File: config.mk
export PLATFORM = sky130hd
export DESIGN_NAME = instruction_fetch_flat
export DESIGN_NICKNAME = d
export VERILOG_FILES = /design/src/rtl/instruction_fetch_if.sv /design/src/rtl/instruction_fetch.sv /design/src/flat_wrapper.sv
export SDC_FILE = /design/constraint.sdc
export NUM_CORES = 1
export LEC_CHECK = 0
export BUFFER_PORTS_ARGS = -buffer_cell sky130_fd_sc_hd__buf_2
export CORE_MARGIN = 2
export CORE_UTILIZATION = 40
export CTS_CLUSTER_DIAMETER = 200
export DETAILED_ROUTE_END_ITERATION = 7
export HOLD_SLACK_MARGIN = 0.15
export SYNTH_ARGS = -nofsm -noshare
export SYNTH_HDL_FRONTEND = slang
export SYNTH_SLANG_ARGS = --single-unit
File: constraint.sdc
create_clock -name clk -period 2.5 [get_ports clk]
set_input_delay 0.5 -clock clk [delete_from_list [all_inputs] [get_ports clk]]
set_output_delay 0.5 -clock clk [all_outputs]
set_load 0.03 [all_outputs]
File: src/rtl/instruction_fetch_if.sv
// Fetch-stage bundle: instruction-memory read channel plus the decoder-facing
// presentation/redirect signals. master = fetch unit, slave = memory/decoder side.
interface instruction_fetch_if;
  logic        imem_req;
  logic [31:0] imem_addr;
  logic        imem_ack;
  logic [31:0] imem_rdata;
  logic [31:0] instruction;
  logic [31:0] instr_pc;
  logic        instr_valid;
  logic        instr_ready;
  logic        redirect;
  logic [31:0] redirect_target;
  logic        ill_instr;
  logic        halted;

  modport master (
    output imem_req, imem_addr, instruction, instr_pc, instr_valid, halted,
    input  imem_ack, imem_rdata, instr_ready, redirect, redirect_target, ill_instr
  );

  modport slave (
    input  imem_req, imem_addr, instruction, instr_pc, instr_valid, halted,
    output imem_ack, imem_rdata, instr_ready, redirect, redirect_target, ill_instr
  );
endinterface

File: src/rtl/instruction_fetch.sv
// Single-outstanding instruction fetch: requests one word, presents it to the
// decoder, and handles redirects (including ones that race an in-flight read).
module instruction_fetch #(
  parameter logic [31:0] RESET_PC = 32'h0000_0000
) (
  input  logic               clk,
  input  logic               rst_n,
  instruction_fetch_if.master bus
);

  localparam logic [31:0] NOP = 32'h0000_0013;

  typedef enum logic [1:0] {REQ, HOLD, HALT} state_t;

  state_t      state_q, state_d;
  logic [31:0] pc_q, pc_d;
  logic        kill_q, kill_d;
  logic [31:0] pend_q, pend_d;
  logic [31:0] instr_q, instr_d;
  logic [31:0] ipc_q, ipc_d;
  logic        req_en_q;
  logic [31:0] tgt;

  assign tgt = bus.redirect_target & ~32'h3;

  // Requests start one edge after reset release, so a read in flight at reset is never mistaken for ours.
  always_ff @(posedge clk or negedge rst_n) begin
    if (!rst_n) begin
      state_q  <= REQ;
      pc_q     <= RESET_PC & ~32'h3;
      kill_q   <= 1'b0;
      pend_q   <= 32'h0;
      instr_q  <= NOP;
      ipc_q    <= 32'h0;
      req_en_q <= 1'b0;
    end else begin
      state_q  <= state_d;
      pc_q     <= pc_d;
      kill_q   <= kill_d;
      pend_q   <= pend_d;
      instr_q  <= instr_d;
      ipc_q    <= ipc_d;
      req_en_q <= 1'b1;
    end
  end

  always_comb begin
    state_d = state_q;
    pc_d    = pc_q;
    kill_d  = kill_q;
    pend_d  = pend_q;
    instr_d = instr_q;
    ipc_d   = ipc_q;
    unique case (state_q)
      REQ: begin
        if (!req_en_q) begin
          if (bus.redirect) pc_d = tgt;
        end else if (bus.imem_ack) begin
          // A killed or redirected read still has to complete before the address may change.
          if (kill_q || bus.redirect) begin
            pc_d   = bus.redirect ? tgt : pend_q;
            kill_d = 1'b0;
          end else begin
            instr_d = bus.imem_rdata;
            ipc_d   = pc_q;
            pc_d    = pc_q + 32'd4;
            state_d = HOLD;
          end
        end else if (bus.redirect) begin
          kill_d = 1'b1;
          pend_d = tgt;
        end
      end
      HOLD: begin
        if (bus.instr_ready && bus.ill_instr) begin
          state_d = HALT;
        end else if (bus.redirect) begin
          pc_d    = tgt;
          state_d = REQ;
        end else if (bus.instr_ready) begin
          state_d = REQ;
        end
      end
      HALT: begin
        state_d = HALT;
      end
      default: state_d = REQ;
    endcase
  end

  assign bus.imem_req    = (state_q == REQ) && req_en_q;
  assign bus.imem_addr   = pc_q;
  assign bus.instruction = instr_q;
  assign bus.instr_pc    = ipc_q;
  assign bus.instr_valid = (state_q == HOLD);
  assign bus.halted      = (state_q == HALT);

endmodule

File: src/flat_wrapper.sv
// flat-port wrapper written by rule: the top's interface ports become plain ports
module instruction_fetch_flat 
#(
  parameter logic [31:0] RESET_PC = 32'h0000_0000
)
  (clk, rst_n, bus_imem_req, bus_imem_addr, bus_instruction, bus_instr_pc, bus_instr_valid, bus_halted, bus_imem_ack, bus_imem_rdata, bus_instr_ready, bus_redirect, bus_redirect_target, bus_ill_instr);
  instruction_fetch_if bus_i ();
  input  logic clk;
  input  logic rst_n;
  output wire logic [$bits(bus_i.imem_req)-1:0] bus_imem_req;
  output wire logic [$bits(bus_i.imem_addr)-1:0] bus_imem_addr;
  output wire logic [$bits(bus_i.instruction)-1:0] bus_instruction;
  output wire logic [$bits(bus_i.instr_pc)-1:0] bus_instr_pc;
  output wire logic [$bits(bus_i.instr_valid)-1:0] bus_instr_valid;
  output wire logic [$bits(bus_i.halted)-1:0] bus_halted;
  input wire logic [$bits(bus_i.imem_ack)-1:0] bus_imem_ack;
  input wire logic [$bits(bus_i.imem_rdata)-1:0] bus_imem_rdata;
  input wire logic [$bits(bus_i.instr_ready)-1:0] bus_instr_ready;
  input wire logic [$bits(bus_i.redirect)-1:0] bus_redirect;
  input wire logic [$bits(bus_i.redirect_target)-1:0] bus_redirect_target;
  input wire logic [$bits(bus_i.ill_instr)-1:0] bus_ill_instr;
  assign bus_imem_req = bus_i.imem_req;
  assign bus_imem_addr = bus_i.imem_addr;
  assign bus_instruction = bus_i.instruction;
  assign bus_instr_pc = bus_i.instr_pc;
  assign bus_instr_valid = bus_i.instr_valid;
  assign bus_halted = bus_i.halted;
  assign bus_i.imem_ack = bus_imem_ack;
  assign bus_i.imem_rdata = bus_imem_rdata;
  assign bus_i.instr_ready = bus_instr_ready;
  assign bus_i.redirect = bus_redirect;
  assign bus_i.redirect_target = bus_redirect_target;
  assign bus_i.ill_instr = bus_ill_instr;
  instruction_fetch #(.RESET_PC(RESET_PC)) u_core (.clk(clk), .rst_n(rst_n), .bus(bus_i));
endmodule
# ---- Yosys cells after proc, flatten, opt, wreduce, memory -nomap -nowiden
# Cells that the tools add are included.
dict set report op_classes {
  reduce_logical 11
  addsub 1
  n_bitwise 2
  n_eq_ne 9
  n_mux 17
}
# operator n
set ops {}
lappend ops {{$mux 32} 6}
lappend ops {{$pmux 32 s2} 1}
lappend ops {{$add 32x3->32 const B} 1}
lappend ops {{$mux 2} 6}
lappend ops {{$reduce_and 4->1} 3}
lappend ops {{$ne 2x2->1 const B} 3}
lappend ops {{$pmux 2 s3} 1}
lappend ops {{$reduce_and 3->1} 2}
lappend ops {{$ne 2x1->1 const B} 2}
lappend ops {{$ne 4x1->1 const B} 1}
lappend ops {{$reduce_bool 2->1} 2}
lappend ops {{$mux 1} 3}
lappend ops {{$ne 3x3->1 const B} 1}
lappend ops {{$eq 2x1->1 const B} 1}
lappend ops {{$eq 2x2->1 const B} 1}
lappend ops {{$logic_and 1x1->1} 2}
lappend ops {{$logic_not 2->1} 1}
lappend ops {{$not 1->1} 2}
lappend ops {{$logic_or 1x1->1} 1}
dict set report word_totals {
  out_inout_bits 99
  regBits 132
  inputBits 70
  wordCells 47
}

# ---- Longest topological paths before layout
dict set report logic_depth {
  ltp_word 5
  mapped_depth 7
  mapped_depth_nobuf 6
}

# ---- Worst setup path after synthesis
# OpenSTA, ideal clock, no wires.
dict set report synth_path {
  path_type {flip-flop to flip-flop}
  start {register u_core.state_q[1]}
  end {register u_core.pend_q[21]}
  required_ns 2.375
  setup_time_ns 0.125
  setup_slack_ns 0.108
  arrival_time_ns 2.267
  synth_period_minus_slack_ns 2.392
  path_stages_with_launch 6
  n_path_buf 1
  cell_sequence {dfrtp_1 > nor3b_1 > nand2_1 > nor2_1 > buf_2 > mux2_2}
}
dict set report synth_between {
  elab_chain_len 2
}
# element line_no
set synth_lines {}
lappend synth_lines {{from (decl)} instruction_fetch.sv:15} ;# state_t state_q, state_d;
lappend synth_lines {{from (signal assigned)} instruction_fetch.sv:37} ;# state_q <= state_d;
lappend synth_lines {{$logic_not 2->1} instruction_fetch.sv:54} ;# unique case (state_q)
lappend synth_lines {{$reduce_and 3->1 (no line)} --}
lappend synth_lines {{to (signal assigned)} instruction_fetch.sv:40} ;# pend_q <= pend_d;
lappend synth_lines {{to (decl)} instruction_fetch.sv:18} ;# logic [31:0] pend_q, pend_d;
# Every way passes these cells.
# A chain may end at the register's enable or synchronous reset.

# ---- Worst setup path in the final report
dict set report layout_path {
  start {register u_core.pc_q[15] (netlist: u_core.bus.imem_addr[15])}
  end {register u_core.pc_q[27] (netlist: u_core.bus.imem_addr[27])}
}
dict set report layout_between {
  elab_chain_len 5
}
# element line_no
set layout_lines {}
lappend layout_lines {{from (decl)} instruction_fetch.sv:16} ;# logic [31:0] pc_q, pc_d;
lappend layout_lines {{from (signal assigned)} instruction_fetch.sv:30} ;# pc_q <= RESET_PC & ~32'h3;
lappend layout_lines {{from (signal assigned)} instruction_fetch.sv:38} ;# pc_q <= pc_d;
lappend layout_lines {{$add 32x3->32} instruction_fetch.sv:66} ;# pc_d = pc_q + 32'd4;
lappend layout_lines {{$mux 32} instruction_fetch.sv:60} ;# if (kill_q || bus.redirect) begin
lappend layout_lines {{$mux 32} instruction_fetch.sv:58} ;# end else if (bus.imem_ack) begin
lappend layout_lines {{$mux 32} instruction_fetch.sv:56} ;# if (!req_en_q) begin
lappend layout_lines {{$pmux 32 s2} instruction_fetch.sv:54}
# Every way passes these cells. The select of a mux whose other input is x is not followed.

==> impl_summary.md <==
Detailed routing
The detailed-router iteration count before antenna repair is 6. Dividing the detail-routed wire length by the instance count gives 17.8 µm. The detailed router finished its first iteration with 413 violations. After detailed routing, the number of remaining DRC violations is 0. The vias per cell is 5.42. Detailed routing inserted a total of 5,894 vias. Summed over all layers, the routed wires come to 19,400 µm.

The detail route stage leaves a number of antenna-violating nets equal to 0.

Clock tree
Clock tree synthesis inserted a total of 17 buffers. At the later pin of the worst-skew pair, clock insertion delay measures 0.44 ns. The clock tree root buffer cell is sky130_fd_sc_hd__clkbuf_16. TritonCTS built the clock tree. The clock-pin slew reported for the worst setup and hold paths after clock tree synthesis is 0.07 ns. The number of sinks handled by clock tree synthesis is 132. The clock passes through at most 2 buffers. The quantity of gates resized following cts is 0. CTS built an H-tree with a depth of 4.

Finish
The count of placed standard cells in the final layout, fillers left out is 1,088. The top cell types in the final layout, fill and taps aside, are sky130_fd_sc_hd__nand2_1 (208), sky130_fd_sc_hd__buf_2 (165), sky130_fd_sc_hd__dfrtp_1 (129). The antenna cell count is 0. The final net count is 931.

The area added between synthesis and finish is 28.2%. The share of layout cells above drive strength 1 is 0.318. Fill cells in the final layout number 1,488. Leaving out fill and tap cells, the most frequent cell in the layout is sky130_fd_sc_hd__nand2_1.

Timing
Timing would allow up to 467 MHz. The share of the clock period used by the worst path after layout is 0.856. The slew at the pin closest to its max-slew limit is 0.620 ns. Setup violations remaining at the end of the flow were counted as 0.

The number of hold violations in the final report is 0. The clock tree skew after final layout is 0.0132 ns. Summed over all failing endpoints, the final setup total negative slack is 0 ns. The final period demand of the worst path is 2.14 ns. The remaining max-slew budget at the tightest pin is 0.587.

Setup repair after global routing left no endpoint under its margin. The total count of max-transition violations in the final report was 0.

Synth
The cell area that synthesis handed to floorplanning was 6410 µm². Of the total synthesized cell area, the portion taken by XOR and XNOR cells is 0.00683. Yosys printed 0 warnings. The simple logic cell fraction of the synthesized area is 0.226. By area, the combinational part of the netlist is dominated by simple AND/OR/NAND/NOR gates. The post-synthesis compound-gate area fraction came to 0.137. The share of the yosys chip area belonging to registers is 0.516. The most used flip-flop cell after synthesis is sky130_fd_sc_hd__dfrtp_1. The mean instance size in the synthesized netlist is 9.35 µm². The number of distinct standard cells referenced by the synthesized netlist is 71. The synthesized instance count is 686. The number of nets handed over by synthesis was 757. The number of synthesized flops with an enable pin is 0. The synthesized design contains 132 register bits. The adder and majority gate portion of the synthesized area is 0.00195. The multiplexer area fraction after synthesis is 0.0734. The share of async-settable or async-resettable flops after synthesis is 1.00.

Global route
The largest net degree at the start of global routing is 62. In the global route stage, overall resource usage came out at 0.233. The number of global-route vias before repair came to 5,679. The first global-routing pass estimated 30,200 µm of wire.

The remaining global-route overflow is 0. The number of antenna violations at the first check in global routing is 0.

Setup path
The highest net fanout along the worst path is 8. The startpoint identified for the worst register-to-register timing path is u_core.bus.imem_addr[15]. The critical path starts at u_core.bus.imem_addr[15]. The data required time of the critical path is 2.81 ns.

The category of the worst setup path launch point is a flip-flop. The worst setup path is of the reg -> reg kind. The worst setup path is captured at a flip-flop. Measured in cells, the most critical reg-to-reg path has a length of 5. The arrival time at the worst endpoint is 2.45 ns.

Place
The number of placed instances, taps included, is 1,056. Input and output buffers added on the ports amount to 166. At the end of routability-driven placement, the weighted congestion stood at 0.874.

The detailed placer's ending HPWL is 13,700 µm.

Outcome
The run finished with clean final reports.

Min path
The class of the tightest hold or removal check is in -> reg. The worst hold path passes through 2 cells. The beginning of the worst hold path is bus_instr_ready.

Floorplan
The number of placement rows is 46. For this configuration, the core starts out at a cell density of 0.407. In this run the vertical extent of the chip is 131 µm. The die is 131 µm wide. The die outline area is 17,100 µm². 169 I/O pins were placed. The area inside the core boundary is 15,800 µm².

Job
The number of max-capacitance violations reported is 0.

Power and ir drop
The leakage power of the design is 4.03 nW. IR analysis of the VDD net gives a maximum drop of 527 µV. Dividing total power by cell area gives a power density of 1380 nW/µm².
==> state kept, by name, indices dropped and copies added, names as in the netlist <==
signal,cells
u_core.bus.instr_pc,32
u_core.req_en_q,1
u_core.bus.imem_addr,32
u_core.state_q,2
u_core.kill_q,1
u_core.bus.instruction,32
u_core.pend_q,32
==> cell families (layout without fill, tap and decap cells) <==
| logic type | Yosys count | count (layout) |
|---|---|---|
| compound gates | 133 | 133 |
| xor+xnor | 5 | 5 |
| flops | 132 | 132 |
| other cells | 1 | 1 |
| simple gates | 316 | 316 |
| buf+inv | 55 | 241 |
| mux | 43 | 43 |
| fa+ha+maj | 1 | 1 |
==> layer usage <==
metal | part of all wire | vias to the layer above | track usage
met1 | 0.44 | 2912 | 0.311
met2 | 0.49 | 195 | 0.364
li1 | - | 2752 | -
met4 | 0.018 | 0 | 0.0982
met3 | 0.056 | 35 | 0.0586
met5 | 0 | - | 0
==> power by group <==
group | internal [mW] | switching [mW]
logic | 1.58 | 3.17
clock network | 1.62 | 0.971
registers | 3.12 | 0.863
==> through the flow <==
stage | utilization | power, mW | hold WS [ns] | setup WS, ns | cell area [µm²]
2_1_floorplan | - | 7.09 | 0.204 | 0.108 | 6410
3_3_place_gp | 0.482 | 8.61 | 0.444 | 0.231 | 7600
3_5_place_dp | 0.482 | 8.74 | 0.451 | 0.232 | 7600
4_1_cts | 0.521 | 11.3 | 0.246 | 0.397 | 8220
5_1_grt | 0.521 | 12.0 | 0.246 | 0.255 | 8220
6_report | 0.521 | 11.3 | 0.257 | 0.359 | 8220
==> timing repair <==
item	in CTS	in global routing
endpoints found under the hold margin	58	0
endpoints found under the setup margin	0	0
setup buffers	0	0
hold buffers	1	0
==> final cells by class <==
| type | instances | area [µm²] | area share |
|---|---|---|---|
| Sequential cell | 132 | 3310 | 0.402 |
| Clock inverter | 12 | 154 | 0.0187 |
| Clock buffer | 19 | 453 | 0.0551 |
| Inverter | 10 | 37.5 | 0.00457 |
| Multi-Input combinational cell | 499 | 2870 | 0.349 |
| Tap cell | 216 | 270 | 0.0329 |
| Timing Repair Buffer | 200 | 1130 | 0.138 |
==> final timing paths <==
kind | endpoint | slack (ns)
max reg2reg | u_core.bus.imem_addr[27] | 0.36
max in group asynchronous | u_core.bus.instruction[17] | 1.19
min in group asynchronous | u_core.pend_q[16] | 0.60
min reg2reg | u_core.bus.instruction[4] | 0.46
max | u_core.bus.imem_addr[27] | 0.36
min | u_core.state_q[0] | 0.26
==> synth_stat cells (all sizes together) (3+ instances only) <==
master	number	area (µm²)
dfrtp	129	3230
nor3b	3	22.5
nor4	4	40.0
nor3	13	70.1
a21oi	29	149
mux2	32	360
and3	10	67.6
inv	10	37.5
a32oi	6	52.6
nand2	209	785
a22oi	3	22.5
and2	4	25.0
nor2b	6	37.5
a2bb2oi	6	52.6
mux2i	11	110
o22ai	5	31.3
buf	20	118
nand2b	3	18.8
o21a	3	22.5
or3	5	31.3
nand4	13	96.3
a21o	3	22.5
nand3	11	67.6
a31oi	11	68.8
o21ai	37	189
dfstp	3	78.8
xnor2	3	26.3
nor2	24	90.1
and4	4	35.0
o31ai	3	22.5
clkbuf	25	98.9
==> worst max-delay path, stage by stage (launching register included) <==
cell and delay (ns):
sky130_fd_sc_hd__dfrtp_1 0.48, sky130_fd_sc_hd__and3_1 0.40, sky130_fd_sc_hd__nand4_4 0.17, sky130_fd_sc_hd__nor4_4 0.54, sky130_fd_sc_hd__a21oi_1 0.13, sky130_fd_sc_hd__o311a_1 0.30
(Power assumes the default switching activity.)
